===== src/rtl/seg7_pkg.sv =====
// Shared types and constants for the seven-segment display scheduler.
package seg7_pkg;

    typedef enum logic [1:0] {
        IDLE  = 2'd0,
        SHOW  = 2'd1,
        BLANK = 2'd2
    } state_t;

    localparam int DIGITS = 8;
    localparam int WORD_W = 32;
    // Width of one display digit; the source tag occupies the leftmost one.
    localparam int NIB_W  = WORD_W / DIGITS;

    localparam logic [WORD_W-1:0] IDLE_DATA_DEFAULT = 32'h0000_0000;

    function automatic int src_idx_w(input int nreq);
        if (nreq > 2) begin
            return $clog2(nreq);
        end else begin
            return 1;
        end
    endfunction

endpackage


===== src/rtl/seg7_rr_pick.sv =====
// Combinational rotating priority encoder: picks the first requester after
// i_cur_src (wrapping), so the most recently served source has lowest priority.
module seg7_rr_pick
    import seg7_pkg::*;
#(
    parameter int NREQ = 4
) (
    input  logic [NREQ-1:0]            i_req,
    input  logic [src_idx_w(NREQ)-1:0] i_cur_src,
    output logic [src_idx_w(NREQ)-1:0] o_sel,
    output logic                       o_any
);

    localparam int SW = src_idx_w(NREQ);

    logic [SW:0]   w_sum;
    logic [SW-1:0] w_idx;

    // Scan offsets 1..NREQ from the last grant; the nearest set bit wins.
    always_comb begin
        o_sel = i_cur_src;
        o_any = 1'b0;
        w_sum = '0;
        w_idx = '0;
        for (int k = 1; k <= NREQ; k++) begin
            w_sum = {1'b0, i_cur_src} + (SW+1)'(k);
            if (w_sum >= (SW+1)'(NREQ)) begin
                w_sum = w_sum - (SW+1)'(NREQ);
            end else begin
                w_sum = w_sum;
            end
            w_idx = w_sum[SW-1:0];
            if (!o_any && i_req[w_idx]) begin
                o_sel = w_idx;
                o_any = 1'b1;
            end else begin
                o_any = o_any;
            end
        end
    end

endmodule


===== src/rtl/seg7_display_sched.sv =====
// Round-robin scheduler sharing one 8-digit display among NREQ sources.
// Optional build macro SEG7_SCHED_TAG_EN puts the source index in the leftmost digit.
module seg7_display_sched
    import seg7_pkg::*;
#(
    parameter int                NREQ      = 4,
    parameter int                DWELL     = 50_000_000,
    parameter int                BLANK_CYC = 1_000_000,
    parameter logic [WORD_W-1:0] IDLE_DATA = IDLE_DATA_DEFAULT
) (
    input  logic                       clk,
    input  logic                       rst,
    input  logic [NREQ-1:0]            req,
    input  logic [NREQ*WORD_W-1:0]     req_data,
    output logic [NREQ-1:0]            grant,
    output logic [NREQ-1:0]            ack,
    output logic [WORD_W-1:0]          num_data,
    output logic [src_idx_w(NREQ)-1:0] cur_src,
    output logic                       busy
);

    localparam int SW      = src_idx_w(NREQ);
    localparam int MAX_CNT = (DWELL > BLANK_CYC) ? DWELL : BLANK_CYC;
    localparam int TW      = $clog2(MAX_CNT + 1);

    localparam logic [TW-1:0]   DWELL_LD  = TW'(DWELL - 1);
    localparam logic [TW-1:0]   BLANK_LD  = (BLANK_CYC > 0) ? TW'(BLANK_CYC - 1) : '0;
    localparam logic [SW-1:0]   LAST_SRC  = SW'(NREQ - 1);
    localparam logic [NREQ-1:0] ONE_HOT0  = {{(NREQ-1){1'b0}}, 1'b1};
    // With no gap configured the end of a dwell returns straight to arbitration.
    localparam state_t          END_STATE = (BLANK_CYC == 0) ? IDLE : BLANK;
    localparam logic            END_BUSY  = (BLANK_CYC == 0) ? 1'b0 : 1'b1;

    state_t            r_state;
    logic [TW-1:0]     r_timer;
    logic [NREQ-1:0]   r_grant;
    logic [NREQ-1:0]   r_ack;
    logic [WORD_W-1:0] r_num;
    logic [SW-1:0]     r_cur;
    logic              r_busy;

    state_t            w_state_nxt;
    logic [TW-1:0]     w_timer_nxt;
    logic [NREQ-1:0]   w_grant_nxt;
    logic [NREQ-1:0]   w_ack_nxt;
    logic [WORD_W-1:0] w_num_nxt;
    logic [SW-1:0]     w_cur_nxt;
    logic              w_busy_nxt;

    logic [SW-1:0]     w_sel;
    logic              w_any;
    logic [WORD_W-1:0] w_words [NREQ];
    logic [WORD_W-1:0] w_pick_word;
    logic [WORD_W-1:0] w_show_word;

    seg7_rr_pick #(
        .NREQ (NREQ)
    ) u_pick (
        .i_req     (req),
        .i_cur_src (r_cur),
        .o_sel     (w_sel),
        .o_any     (w_any)
    );

    for (genvar gi = 0; gi < NREQ; gi++) begin : g_words
        assign w_words[gi] = req_data[gi*WORD_W +: WORD_W];
    end

    assign w_pick_word = w_words[w_sel];

`ifdef SEG7_SCHED_TAG_EN
    assign w_show_word = {NIB_W'(w_sel), w_pick_word[WORD_W-NIB_W-1:0]};
`else
    assign w_show_word = w_pick_word;
`endif

    // Next-state and next-output logic for the IDLE/SHOW/BLANK sequence.
    always_comb begin
        w_state_nxt = r_state;
        w_timer_nxt = r_timer;
        w_grant_nxt = r_grant;
        w_ack_nxt   = '0;
        w_num_nxt   = r_num;
        w_cur_nxt   = r_cur;
        w_busy_nxt  = r_busy;
        case (r_state)
            IDLE: begin
                if (w_any) begin
                    w_state_nxt = SHOW;
                    w_timer_nxt = DWELL_LD;
                    w_grant_nxt = ONE_HOT0 << w_sel;
                    w_num_nxt   = w_show_word;
                    w_cur_nxt   = w_sel;
                    w_busy_nxt  = 1'b1;
                end else begin
                    w_grant_nxt = '0;
                    w_num_nxt   = IDLE_DATA;
                    w_busy_nxt  = 1'b0;
                end
            end
            SHOW: begin
                // A withdrawn request ends the dwell early and suppresses ack.
                if (!req[r_cur] || (r_timer == '0)) begin
                    w_state_nxt = END_STATE;
                    w_timer_nxt = BLANK_LD;
                    w_grant_nxt = '0;
                    w_num_nxt   = IDLE_DATA;
                    w_busy_nxt  = END_BUSY;
                    if (req[r_cur]) begin
                        w_ack_nxt = ONE_HOT0 << r_cur;
                    end else begin
                        w_ack_nxt = '0;
                    end
                end else begin
                    w_timer_nxt = r_timer - TW'(1);
                end
            end
            BLANK: begin
                if (r_timer == '0) begin
                    w_state_nxt = IDLE;
                    w_busy_nxt  = 1'b0;
                end else begin
                    w_timer_nxt = r_timer - TW'(1);
                end
            end
            default: begin
                w_state_nxt = IDLE;
                w_timer_nxt = '0;
                w_grant_nxt = '0;
                w_num_nxt   = IDLE_DATA;
                w_cur_nxt   = LAST_SRC;
                w_busy_nxt  = 1'b0;
            end
        endcase
    end

    // State and output registers; reset leaves the search pointer on the last source.
    always_ff @(posedge clk or posedge rst) begin
        if (rst) begin
            r_state <= IDLE;
            r_timer <= '0;
            r_grant <= '0;
            r_ack   <= '0;
            r_num   <= IDLE_DATA;
            r_cur   <= LAST_SRC;
            r_busy  <= 1'b0;
        end else begin
            r_state <= w_state_nxt;
            r_timer <= w_timer_nxt;
            r_grant <= w_grant_nxt;
            r_ack   <= w_ack_nxt;
            r_num   <= w_num_nxt;
            r_cur   <= w_cur_nxt;
            r_busy  <= w_busy_nxt;
        end
    end

    assign grant    = r_grant;
    assign ack      = r_ack;
    assign num_data = r_num;
    assign cur_src  = r_cur;
    assign busy     = r_busy;

endmodule


===== config.mk =====
export PLATFORM = sky130hd
export DESIGN_NAME = seg7_display_sched
export DESIGN_NICKNAME = d
export VERILOG_FILES = /design/src/rtl/seg7_pkg.sv /design/src/rtl/seg7_rr_pick.sv /design/src/rtl/seg7_display_sched.sv
export SDC_FILE = /design/constraint.sdc
export NUM_CORES = 1
export LEC_CHECK = 0
export CAP_MARGIN = 20
export CORE_MARGIN = 1
export CORE_UTILIZATION = 30
export DETAILED_ROUTE_END_ITERATION = 12
export GPL_TIMING_DRIVEN = 1
export PLACE_DENSITY = 0.66
export SYNTH_ARGS = -nofsm -noshare
export SYNTH_HDL_FRONTEND = slang
export SYNTH_SLANG_ARGS = --single-unit

===== constraint.sdc =====
create_clock -name clk -period 6 [get_ports clk]
set_input_delay 0.9 -clock clk [delete_from_list [all_inputs] [get_ports clk]]
set_output_delay 0.9 -clock clk [all_outputs]
set_load 0.03 [all_outputs]

After elaboration in Yosys (flattened, before gate mapping)
Cells that the tools add are included.
{ "word_totals": {"word_cells": 101, "out_inout_bits": 43, "regBits": 71, "input_bits": 134} }
{ "classes": {"n_eq_ne": 6, "addsub": 9, "n_mux": 48, "shifts": 2, "n_reduce_logical": 16, "n_lt_le_gt_ge": 10, "n_bitwise": 3} }
{ "op_table": {"columns": ["operator", "n"], "rows": [
  ["$mux W32", 4],
  ["$pmux W32 S3", 1],
  ["$mux W26", 3],
  ["$pmux W26 S3", 1],
  ["$bmux W32 S2", 1],
  ["$logic_not A26 Y1", 1],
  ["$sub A26 B1 Y26 const B", 1],
  ["$mux W2", 12],
  ["$mux W4", 5],
  ["$ge A3 B3 Y1 const B", 5],
  ["$lt A2 B3 Y1 const B", 5],
  ["$mux W1", 12],
  ["$pmux W4 S3", 1],
  ["$bmux W1 S2", 5],
  ["$reduce_and A2 Y1", 4],
  ["$shl A1 B2 Y4 const A", 2],
  ["$sub A2 B1 Y2 const B", 4],
  ["$add A2 B2 Y3 const B", 2],
  ["$ne A2 B2 Y1 const B", 3],
  ["$pmux W2 S3", 1],
  ["$logic_not A1 Y1", 4],
  ["$pmux W2 S2", 1],
  ["$add A2 B1 Y3 const B", 1],
  ["$add A2 B3 Y3 const B", 1],
  ["11 further kinds", 14]
]} }

Logic depth before layout (Yosys ltp)
Gate-level depths: netlist of the first run.
{ "logic_depth": {"word_depth": 21, "depth_mapped": 12, "depth_no_buf": 8} }

Hierarchy
A second synthesis of the first run with hierarchy kept.
{ "hier_totals": {"cells_unflattened": 462, "hier_area_um2": 4406.7} }
{ "by_module_without_submodules": {"columns": ["module", "area_each_um2", "cells_each", "seq_area_each_um2", "n_inst"], "rows": [
  ["seg7_display_sched", 4324.1, 448, 1779.2, 1],
  ["seg7_rr_pick", 82.6, 14, 0.0, 1]
]} }

Worst setup path before layout of the first run
No wires, ideal clock.
{ "synth_path": {"kind": "register to register", "from": "reg r_cur[0], in the netlist cur_src[0]", "to": "reg r_num[10], in the netlist num_data[10]", "required_time_ps": 5878, "n_path_buf": 3, "path_slack_ps": 2631, "setup_time_ps": 122, "path_stages_with_launch": 12, "period_less_slack_ps": 3369, "arrival_time_ps": 3247, "path_cell_list": "dfstp_2 clkbuf_1 inv_1 ha_1 clkbuf_1 and3b_1 o211ai_1 nand2_1 o311ai_1 clkbuf_1 nand3_1 a32o_1"} }
{ "synth_via": {"elab_chain_len": 21, "elab_cells_between_ends": 50, "cone_classes": "add/sub: 8; order compare: 4; eq/ne: 1; mux: 27; bitwise: 1; reduce/logical: 9"} }
{ "synth_rtl": {"columns": ["item", "line", "text"], "rows": [
  ["from (decl)", "seg7_display_sched.sv:39", "logic [SW-1:0] r_cur;"],
  ["from (signal assigned)", "seg7_display_sched.sv:153", "r_cur <= w_cur_nxt;"],
  ["$add A2 B1 Y3", "seg7_rr_pick.sv:26", "w_sum = {1'b0, i_cur_src} + (SW+1)'(k);"],
  ["$ge A3 B3 Y1 / $sub A2 B1 Y2 (equally long branches)", "seg7_rr_pick.sv:27, seg7_rr_pick.sv:28", null],
  ["$mux W2", "seg7_rr_pick.sv:27", "if (w_sum >= (SW+1)'(NREQ)) begin"],
  ["$bmux W1 S2", "seg7_rr_pick.sv:33", "if (!o_any && i_req[w_idx]) begin"],
  ["$mux W1 (not written as such)", "seg7_rr_pick.sv:33", null],
  ["$mux W1", "seg7_rr_pick.sv:33", null],
  ["$logic_not A1 Y1", "seg7_rr_pick.sv:33", null],
  ["$logic_and A1 B1 Y1", "seg7_rr_pick.sv:33", null],
  ["(+4 left out)", null, null],
  ["$logic_not A1 Y1", "seg7_rr_pick.sv:33", null],
  ["$logic_and A1 B1 Y1", "seg7_rr_pick.sv:33", null],
  ["$mux W2", "seg7_rr_pick.sv:33", null],
  ["$not A2 Y3 (not written as such)", "seg7_display_sched.sv:69", "assign w_pick_word = w_words[w_sel];"],
  ["$bmux W32 S2", "seg7_display_sched.sv:69", null],
  ["$mux W32 (not written as such) (2 in a row)", "seg7_display_sched.sv:69", null],
  ["$mux W32", "seg7_display_sched.sv:88", "if (w_any) begin"],
  ["$pmux W32 S3", "seg7_display_sched.sv:86", "case (r_state)"],
  ["to (signal assigned)", "seg7_display_sched.sv:152", "r_num <= w_num_nxt;"],
  ["to (decl)", "seg7_display_sched.sv:38", "logic [WORD_W-1:0] r_num;"]
]} }
Several ways; a longest one is shown, not always the timed one. The select of a mux whose other input is x is not followed.
A chain may end at the register's enable or synchronous reset.

Worst setup path after layout of the first run
{ "layout_path": {"from": "reg r_timer[11]", "to": "reg r_num[28], in the netlist num_data[28]"} }
{ "layout_via": {"elab_chain_len": 4} }
{ "layout_rtl": {"columns": ["item", "line", "text"], "rows": [
  ["from (decl)", "seg7_display_sched.sv:35", "logic [TW-1:0] r_timer;"],
  ["from (signal assigned)", "seg7_display_sched.sv:149", "r_timer <= w_timer_nxt;"],
  ["$logic_not A26 Y1", "seg7_display_sched.sv:103", "if (!req[r_cur] || (r_timer == '0)) begin"],
  ["$logic_or A1 B1 Y1", "seg7_display_sched.sv:103", null],
  ["$ne A2 B2 Y1 (no source line)", null, null],
  ["$reduce_and A2 Y1 (no source line)", null, null]
]} }
Every way passes these cells.

==> results of run 1 <==
==> how the worst max path moves through the flow <==
| stage | to | slack [ns] | cells after the start |
|---|---|---|---|
| after detailed placement | num_data[8]$_DFFE_PP0P_ | 2.19 | 6 |
| final | num_data[28]$_DFFE_PP0P_ | 2.33 | 6 |
| after floorplan | num_data[10]$_DFFE_PP0P_ | 2.63 | 11 |
| after global routing | num_data[9]$_DFFE_PP0P_ | 2.19 | 6 |
| after global placement | grant[1]$_DFFE_PP0P_ | 2.26 | 6 |
| after CTS | num_data[10]$_DFFE_PP0P_ | 2.37 | 6 |
==> power by group through the flow <==
stage / logic [mW] / registers (mW) / clock network [mW]
floorplan: 1.24 / 0.921 / 0
global placement: 1.92 / 0.796 / 0
detailed placement: 1.93 / 0.797 / 0
CTS: 1.94 / 0.791 / 0.519
global route: 2.15 / 0.815 / 0.538
finish: 1.93 / 0.792 / 0.505
==> cell type report <==
class,count,area [um^2],share of cell area (%)
multi-input cells,461,2690,39.1
repair buffers,183,1820,26.4
flip-flops and latches,71,1780,25.9
well taps,211,264,3.84
clock buffers,10,239,3.47
clock inverters,6,45.0,0.655
inverters,11,41.3,0.600
diodes,1,2.50,0.0364
==> placed cells by master (no fill, tap or decap), types with 3 or more instances in the layout <==
cell	n
buf_4	6
a21oi_1	17
nor2_1	35
o2bb2ai_1	4
or4_1	4
or3_1	5
or4_4	3
and3_1	5
clkbuf_16	9
xnor2_1	5
nor3b_1	3
mux2_2	3
a31oi_1	4
nor3_1	19
ha_1	10
nand2_1	150
o211ai_1	8
o311ai_0	5
nand2b_1	5
dfrtp_1	69
nand3_1	66
nor4_1	7
clkdlybuf4s50_1	176
nand4_1	3
or2_2	3
o21ai_0	20
clkinvlp_4	3
a32o_1	36
inv_1	10
==> logic make-up after synthesis <==
group,Yosys count,share of synthesized area [%]
AND/OR/NAND/NOR,323,32.4
AO/OA/AOI/OAI,117,19.1
flip-flops,71,37.9
buffers and inverters,58,5.33
adder cells (fa/ha/maj),10,2.67
multiplexers,6,1.63
XOR/XNOR,5,0.933
==> Yosys cell counts, types with 4 or more instances <==
master | count | area, um^2
buf_6 | 4 | 45.0
a31oi_1 | 4 | 25.0
a32o_1 | 36 | 360
and3_1 | 5 | 31.3
o21ai_0 | 20 | 100
nor2_1 | 35 | 131
a21oi_1 | 17 | 85.1
nand2_1 | 150 | 563
nor4_1 | 8 | 50.1
o211ai_1 | 8 | 60.1
clkbuf_1 | 35 | 131
nand3_1 | 66 | 330
or4_1 | 5 | 37.5
o2bb2ai_1 | 4 | 35.0
ha_1 | 10 | 125
xnor2_1 | 5 | 43.8
inv_1 | 11 | 41.3
nor3_1 | 19 | 95.1
o311ai_0 | 5 | 43.8
buf_1 | 6 | 22.5
or3_1 | 5 | 31.3
dfrtp_1 | 69 | 1730
nand2b_1 | 5 | 31.3
==> registers in the layout (all words and copies together) (netlist names) <==
name	flops
r_timer	26
busy	1
grant	4
cur_src	2
r_state	2
num_data	32
ack	4
==> layer usage <==
| layer | track usage [%] | part of all wire [%] | routed length (um) |
|---|---|---|---|
| met1 | 23.9 | 41 | 6250 |
| met2 | 32.4 | 48 | 7240 |
| met3 | 6.49 | 9.0 | 1350 |
| met4 | 4.97 | 1.6 | 238 |
| met5 | 0 | 0 | 0 |
==> flow_metrics.env, run 1 <==
export IMPL_status="finished, final reports clean"
export IMPL_fin_nets=881
export IMPL_grt_max_degree=72
export IMPL_yosysWarnings=0
export IMPL_cts_hold_buf=0
export IMPL_vias=4922
export IMPL_design_area_mm2=0.00688
export IMPL_synth_cells=590
export IMPL_dpl_hpwl_um=10600
export IMPL_cp_max_fo=43
export IMPL_holdWs_ns=0.490
export IMPL_grt_pass1_vias=4874
export IMPL_irDropWorstVdd_mv=0.226
export IMPL_syn_num_nets=734
export IMPL_fmax_ghz=0.272
export IMPL_place_inst=937
export IMPL_std_cell_rows=45
export IMPL_fin_skew_ns=0.00686
export IMPL_initial_core_util_pct=30.8
export IMPL_clk_path_buf_depth=2
export IMPL_startpoint="r_timer[11]$_DFFE_PP0P_"
export IMPL_hold_end="num_data[8]$_DFFE_PP0P_"
export IMPL_hold_class="flip-flop to flip-flop"
export IMPL_rr_startpoint="r_timer[11]$_DFFE_PP0P_"
export IMPL_stdcell_count=954
export IMPL_cts_repair_resized=0
export IMPL_crit_buf_inv=0
export IMPL_worst_slack_ns=2.33
export IMPL_synthArstFlopShare_pct=100
export IMPL_holdPathStages=1
export IMPL_slew_viol_final=0
export IMPL_die_area_mm2=0.0161
export IMPL_gp_congestion=0.802
export IMPL_die_h_um=127
export IMPL_clock_root_buffer="clkbuf_16"
export IMPL_hold_viol=0
export IMPL_combPwrFrac_pct=59.8
export IMPL_end_kind="flip-flop"
export IMPL_p_int_mw=1.70
export IMPL_drive_gt1_share_pct=6.06
export IMPL_r2r_slack_ns=2.33
export IMPL_areaGrowthSynthToFinish_pct=46.6
export IMPL_switching_share_pct=47.2
export IMPL_power_switching_mw=1.52
export IMPL_path_common_cell="or4_4"
export IMPL_cts_tree="built"
export IMPL_ys_ff_latch=71
export IMPL_relSlewSlack_pct=32.1
export IMPL_setup_tns_ns=0
export IMPL_antenna_left=0
export IMPL_cp_required_ns=6.26
export IMPL_timing_rr_end="num_data[28]$_DFFE_PP0P_"
export IMPL_drt_iter0_markers=268
export IMPL_p_seq_share_pct=24.5
export IMPL_powerDensity_mw_per_mm2=469
export IMPL_critical_path_top_delay_family="simple AND/OR/NAND/NOR gates"
export IMPL_clockPowerShare_pct=15.7
export IMPL_finalPower_mw=3.23
export IMPL_grt_pass1_wl_um=24900
export IMPL_r2r_cells=6
export IMPL_cts_htree_levels=3
export IMPL_crit_type="flip-flop to flip-flop"
export IMPL_antenna_found_initial=1
export IMPL_critPathArrivalTime_ns=3.94
export IMPL_place_ws_ns=2.19
export IMPL_ys_seq_area_share_pct=37.9
export IMPL_core_area_mm2=0.0153
export IMPL_synthFlopType="dfrtp_1"
export IMPL_post_drt_wl_per_cell_um=15.8
export IMPL_path_cells="or4_4, or4_4, or4_4, a21o_2, nor2_8, a32o_1"
export IMPL_timing_critical_path_from_type="flip-flop"
export IMPL_maxCapViolCount=0
export IMPL_clk_pin_slew_ns=0.06
export IMPL_fin_crit_sh_pct=61.2
export IMPL_fillCellCount=1548
export IMPL_synth_distinct_cells=60
export IMPL_port_buffers=176
export IMPL_avgSynthCellArea_um2=7.95
export IMPL_post_cts_buffers=0
export IMPL_worst_slew_pin_slew_ns=1.02
export IMPL_dr_pass1_iters=4
export IMPL_cts_sinks=71
export IMPL_dieWidth_um=127
export IMPL_p_leak_nw=2.82
export IMPL_grtUsageTotal_pct=19.4
export IMPL_min_from="num_data[8]$_DFFE_PP0P_"
export IMPL_placed_area_mm2=0.00659
export IMPL_viasPerCell=5.16
export IMPL_min_period_ns=3.67
export IMPL_io_pins=177
export IMPL_max_stage_delay_ns=0.61
export IMPL_wl_um=15100
export IMPL_rsz0062_at_grt="false"
export IMPL_synth_edf_count=0
export IMPL_slowest_stage="or4_4"
export IMPL_cts_buffers=9
export IMPL_clk_latency_ns=0.33
export IMPL_fin_util_pct=45.1
export IMPL_grt_remaining_overflow=0
export IMPL_finalSetupViolations=0
export IMPL_syn_area_mm2=0.00469
export IMPL_drc=0
No activity file was read; power rests on OpenSTA's default activity.
==> inputs of run 2 (changes only) <==
--- a/config.mk
+++ b/config.mk
@@ -10,7 +10,7 @@
 export CORE_UTILIZATION = 30
 export DETAILED_ROUTE_END_ITERATION = 12
 export GPL_TIMING_DRIVEN = 1
-export PLACE_DENSITY = 0.66
+export PLACE_DENSITY = 0.68
 export SYNTH_ARGS = -nofsm -noshare
 export SYNTH_HDL_FRONTEND = slang
 export SYNTH_SLANG_ARGS = --single-unit
==> constraint.sdc (replaced) <==
create_clock -name clk -period 3.28 [get_ports clk]
set_input_delay 0.492 -clock clk [delete_from_list [all_inputs] [get_ports clk]]
set_output_delay 0.492 -clock clk [all_outputs]
set_load 0.03 [all_outputs]
==> run 2 against run 1 <==
  * Register-to-register slack got worse by 2.1 ns
  * Core utilization up 1.6 points
  * Routed wire length increased by 1.4%
  * Critical path depth up 1
  * Clock-buffer cell count did not move
  * Hold slack worse by 0.0022 ns
  * Global-route usage up 0.48 points
==> flow_metrics.env, run 2 (synthesis results as in run 1) <==
export IMPL_die_area_mm2=0.0161
export IMPL_irDropWorstVdd_mv=0.521
export IMPL_slew_viol_final=0
export IMPL_largest_reg_flops=32
export IMPL_cp_required_ns=3.49
export IMPL_maxCapViolCount=0
export IMPL_gp_congestion=0.854
export IMPL_clk_latency_ns=0.33
export IMPL_place_inst=956
export IMPL_io_pins=177
export IMPL_stdcell_count=972
export IMPL_dieWidth_um=127
export IMPL_final_common_cell="clkdlybuf4s50_1"
export IMPL_critPathArrivalTime_ns=3.23
export IMPL_p_int_mw=3.45
export IMPL_vias=5032
export IMPL_status="finished, final reports clean"
export IMPL_fin_crit_sh_pct=92.3
export IMPL_cts_hold_buf=0
export IMPL_finalPower_mw=6.28
export IMPL_viasPerCell=5.18
export IMPL_combPwrFrac_pct=60.5
export IMPL_die_h_um=127
export IMPL_p_leak_nw=2.96
export IMPL_cts_htree_levels=3
export IMPL_timing_critical_path_from_type="flip-flop"
export IMPL_holdWs_ns=0.488
export IMPL_clock_root_buffer="clkbuf_16"
export IMPL_post_drt_wl_per_cell_um=15.7
export IMPL_setup_tns_ns=0
export IMPL_grt_pass1_vias=5047
export IMPL_worst_slack_ns=0.253
export IMPL_initial_core_util_pct=30.8
export IMPL_mostFrequentLayoutCells="clkdlybuf4s50_1 (176), nand2_1 (150), dfrtp_1 (69)"
export IMPL_fin_skew_ns=0.00853
export IMPL_cts_tree="built"
export IMPL_grt_remaining_overflow=0
export IMPL_finalSetupViolations=0
export IMPL_std_cell_rows=45
export IMPL_powerDensity_mw_per_mm2=882
export IMPL_cts_sinks=71
export IMPL_core_area_mm2=0.0153
export IMPL_post_cts_buffers=0
export IMPL_antenna_found_initial=0
export IMPL_place_ws_ns=0.233
export IMPL_fmax_ghz=0.330
export IMPL_fin_util_pct=46.7
export IMPL_port_buffers=176
export IMPL_design_area_mm2=0.00713
export IMPL_switching_share_pct=45.2
export IMPL_relSlewSlack_pct=46.3
export IMPL_dr_pass1_iters=5
export IMPL_cts_repair_resized=0
export IMPL_cp_max_fo=25
export IMPL_areaGrowthSynthToFinish_pct=51.9
export IMPL_dpl_hpwl_um=11000
export IMPL_crit_type="flip-flop to flip-flop"
export IMPL_cts_buffers=9
export IMPL_end_kind="flip-flop"
export IMPL_wl_um=15300
export IMPL_worst_slew_pin_slew_ns=0.804
export IMPL_fin_nets=900
export IMPL_p_seq_share_pct=22.7
export IMPL_clk_path_buf_depth=2
export IMPL_hold_viol=0
export IMPL_clk_pin_slew_ns=0.06
export IMPL_power_switching_mw=2.84
export IMPL_placed_area_mm2=0.00680
export IMPL_hold_class="flip-flop to flip-flop"
export IMPL_grt_pass1_wl_um=25600
export IMPL_min_period_ns=3.03
export IMPL_drt_iter0_markers=241
export IMPL_drc=0
export IMPL_rsz0062_at_grt="false"
export IMPL_antennaDiodeCount=0
export IMPL_grt_max_degree=72
export IMPL_drive_gt1_share_pct=8.15
export IMPL_grtUsageTotal_pct=19.9
export IMPL_clockPowerShare_pct=16.7
export IMPL_antenna_left=0
==> run 2: power by group through the flow <==
stage	Sequential [mW]	Clock, mW	Combinational, mW
2_1_floorplan	1.68	0	2.27
3_3_place_gp	1.44	0	3.77
3_5_place_dp	1.44	0	3.81
4_1_cts	1.43	1.07	3.83
5_1_grt	1.48	1.11	4.20
6_report	1.43	1.05	3.80
==> run 2: path summary, 6_finish.rpt <==
path / from / endpoint / slack (ns) / cells after the start
worst max-delay path: r_timer[11]$_DFFE_PP0P_ / r_timer[12]$_DFFE_PP0P_ / 0.25 / 7
worst min-delay path: grant[1]$_DFFE_PP0P_ / grant[1]$_DFFE_PP0P_ / 0.49 / 1
worst max register to register: r_timer[11]$_DFFE_PP0P_ / r_timer[12]$_DFFE_PP0P_ / 0.25 / 7
worst min register to register: grant[1]$_DFFE_PP0P_ / grant[1]$_DFFE_PP0P_ / 0.49 / 1
max in group asynchronous: rst / cur_src[0]$_DFFE_PP1P_ / 2.38 / 3
min in group asynchronous: rst / num_data[12]$_DFFE_PP0P_ / 0.56 / 3
==> run 2: final cells by class <==
cell class / count / area [um^2]
well taps: 211 / 264
multi-input cells: 461 / 2690
fillers: 1503 / 8130
clock inverters: 6 / 92.6
flip-flops and latches: 71 / 1780
inverters: 11 / 41.3
repair buffers: 202 / 2030
clock buffers: 10 / 229
==> run 2: per-layer routing <==
metal  wire length [um]  track usage [%]  vias up
li1                   -                -     2462
met1               6250             24.4     2373
met2               7460             33.6      182
met3               1400             6.62       15
met4                172             4.69        0
met5                  0                0        -
==> run 2: critical path: stages, from the launching register on <==
cell	delay (ns)
dfrtp_1	0.42
or4_4	0.57
or4_4	0.43
or4_4	0.58
a21o_1	0.32
buf_4	0.29
a31oi_1	0.21
o2bb2ai_1	0.08
==> inputs of run 3 (changes only) <==
--- a/config.mk
+++ b/config.mk
@@ -11,6 +11,7 @@
 export DETAILED_ROUTE_END_ITERATION = 12
 export GPL_TIMING_DRIVEN = 1
 export PLACE_DENSITY = 0.68
+export SETUP_SLACK_MARGIN = 0.5
 export SYNTH_ARGS = -nofsm -noshare
 export SYNTH_HDL_FRONTEND = slang
 export SYNTH_SLANG_ARGS = --single-unit
==> constraint.sdc (replaced) <==
create_clock -name clk -period 3.28 [get_ports clk]
set_input_delay 0.656 -clock clk [delete_from_list [all_inputs] [get_ports clk]]
set_output_delay 0.656 -clock clk [all_outputs]
set_load 0.03 [all_outputs]
==> run 3 against run 2 <==
  * Sequential cell count stayed put
  * Critical path depth fell by 1
  * Sequential power about the same
  * Sequential share of layout area down 0.98 points
  * Cell area is 4.2% higher
  * Largest power group unchanged
  * Highest routed layer unchanged
==> flow_metrics.env, run 3 (synthesis results as in run 1) <==
export IMPL_clock_root_buffer="clkbuf_16"
export IMPL_timing_critical_path_from_type="flip-flop"
export IMPL_fin_nets=921
export IMPL_grtUsageTotal_pct=20.0
export IMPL_dieWidth_um=127
export IMPL_largest_reg_flops=32
export IMPL_mostFrequentLayoutCells="clkdlybuf4s50_1 (174), nand2_1 (149), dfrtp_1 (68)"
export IMPL_irDropWorstVdd_mv=0.338
export IMPL_io_pins=177
export IMPL_cts_sinks=71
export IMPL_end_kind="flip-flop"
export IMPL_clk_path_buf_depth=2
export IMPL_viasPerCell=5.18
export IMPL_grt_pass1_vias=4977
export IMPL_slowest_stage="or4_4"
export IMPL_final_common_cell="clkdlybuf4s50_1"
export IMPL_port_buffers=176
export IMPL_vias=5145
export IMPL_cts_htree_levels=3
export IMPL_fin_crit_sh_pct=85.1
export IMPL_status="finished, final reports clean"
export IMPL_max_stage_delay_ns=0.59
export IMPL_clockPowerShare_pct=15.1
export IMPL_die_h_um=127
export IMPL_switching_share_pct=44.9
export IMPL_critPathArrivalTime_ns=3.01
export IMPL_cts_buffers=9
export IMPL_rr_startpoint="r_timer[11]$_DFFE_PP0P_"
export IMPL_clk_latency_ns=0.34
export IMPL_cp_max_fo=21
export IMPL_dr_pass1_iters=4
export IMPL_drt_iter0_markers=224
export IMPL_cts_tree="built"
export IMPL_combPwrFrac_pct=63.1
export IMPL_slew_viol_final=0
export IMPL_cts_hold_buf=0
export IMPL_min_from="num_data[27]$_DFFE_PP0P_"
export IMPL_wl_um=15900
export IMPL_p_leak_nw=3.10
export IMPL_path_common_cell="or4_4"
export IMPL_antenna_found_initial=1
export IMPL_cp_required_ns=3.50
export IMPL_die_area_mm2=0.0161
export IMPL_hold_viol=0
export IMPL_fmax_ghz=0.358
export IMPL_grt_remaining_overflow=0
export IMPL_std_cell_rows=45
export IMPL_post_drt_wl_per_cell_um=16.0
export IMPL_rsz0062_at_grt="true"
export IMPL_hold_class="flip-flop to flip-flop"
export IMPL_areaGrowthSynthToFinish_pct=58.2
export IMPL_p_int_mw=3.62
export IMPL_setup_tns_ns=0
export IMPL_grt_pass1_wl_um=25500
export IMPL_fillCellCount=1478
export IMPL_gp_congestion=0.833
export IMPL_antenna_left=0
export IMPL_path_cells="or4_4, or4_4, or4_4, a21o_4, buf_4, a32o_1"
export IMPL_grt_max_degree=68
export IMPL_worst_slew_pin_slew_ns=0.832
export IMPL_p_seq_share_pct=21.8
export IMPL_dpl_hpwl_um=11200
export IMPL_core_area_mm2=0.0153
export IMPL_initial_core_util_pct=30.8
export IMPL_clk_pin_slew_ns=0.06
export IMPL_drive_gt1_share_pct=12.7
export IMPL_powerDensity_mw_per_mm2=885
export IMPL_drc=0
export IMPL_fin_skew_ns=0.00794
export IMPL_relSlewSlack_pct=44.4
export IMPL_min_period_ns=2.79
export IMPL_finalSetupViolations=0
export IMPL_finalPower_mw=6.57
export IMPL_crit_type="flip-flop to flip-flop"
export IMPL_maxCapViolCount=0
export IMPL_startpoint="r_timer[11]$_DFFE_PP0P_"
export IMPL_power_switching_mw=2.95
[run 3: path summary, 6_finish.rpt]
kind	depth (start not counted)	slack (ns)	end
min	1	0.49	num_data[27]$_DFFE_PP0P_
min reg2reg	1	0.49	num_data[27]$_DFFE_PP0P_
max reg2reg	6	0.49	num_data[20]$_DFFE_PP0P_
max in group asynchronous	3	1.92	cur_src[0]$_DFFE_PP1P_
max	6	0.49	num_data[20]$_DFFE_PP0P_
min in group asynchronous	2	0.67	num_data[10]$_DFFE_PP0P_
[run 3: cell type report]
cell class                      count  area [um^2]  area share (%)
Sequential cell                    71         1780            24.0
Clock inverter                      5         58.8           0.792
Clock buffer                       10          239            3.22
Timing Repair Buffer              223         2250            30.3
Tap cell                          211          264            3.56
Antenna cell                        1         2.50          0.0337
Inverter                           11         43.8           0.590
Multi-Input combinational cell    461         2780            37.5
[run 3: timing repair]
item,4_1_cts,5_1_grt
setup endpoints to repair,48,62
endpoints found under the hold margin,0,0
pin swaps,3,1
resized for setup,11,15
buffers inserted,8,4
gates cloned,1,0
[run 3: power groups by stage]
stage / Clock [mW] / Sequential, mW / Combinational (mW)
after floorplan: 0 / 1.69 / 2.50
after global placement: 0 / 1.43 / 3.91
after detailed placement: 0 / 1.44 / 3.93
after CTS: 1.01 / 1.42 / 4.09
after global routing: 1.04 / 1.47 / 4.54
final: 0.993 / 1.43 / 4.15
[run 3: per-layer routing]
metal / vias up / global-route usage, % / part of all wire [%]
li1: 2508 / - / -
met1: 2421 / 24.6 / 42
met2: 197 / 33.5 / 48
met3: 19 / 5.90 / 8.6
met4: 0 / 7.07 / 1.4
met5: - / 0 / 0
[run 3: stage by stage]
stage          hold slack [ns]  utilization (%)  worst slack (ns)  area (um^2)  std cells
6_report                 0.490             48.6             0.488         7420        993
5_1_grt                  0.503             48.6             0.444         7420        993
4_1_cts                  0.495             48.1             0.490         7340        988
3_5_place_dp             0.480             45.3             0.202         6920        964
3_3_place_gp             0.473             45.3             0.182         6920        964
2_1_floorplan            0.462                -             0.491         4870        590
[run 3: critical path, delay by kind of cell, from the launching register on]
kind            cells  cell delay (ns)
compound gates      2             0.51
simple gates        3             1.56
flops               1             0.38
buf+inv             1             0.23
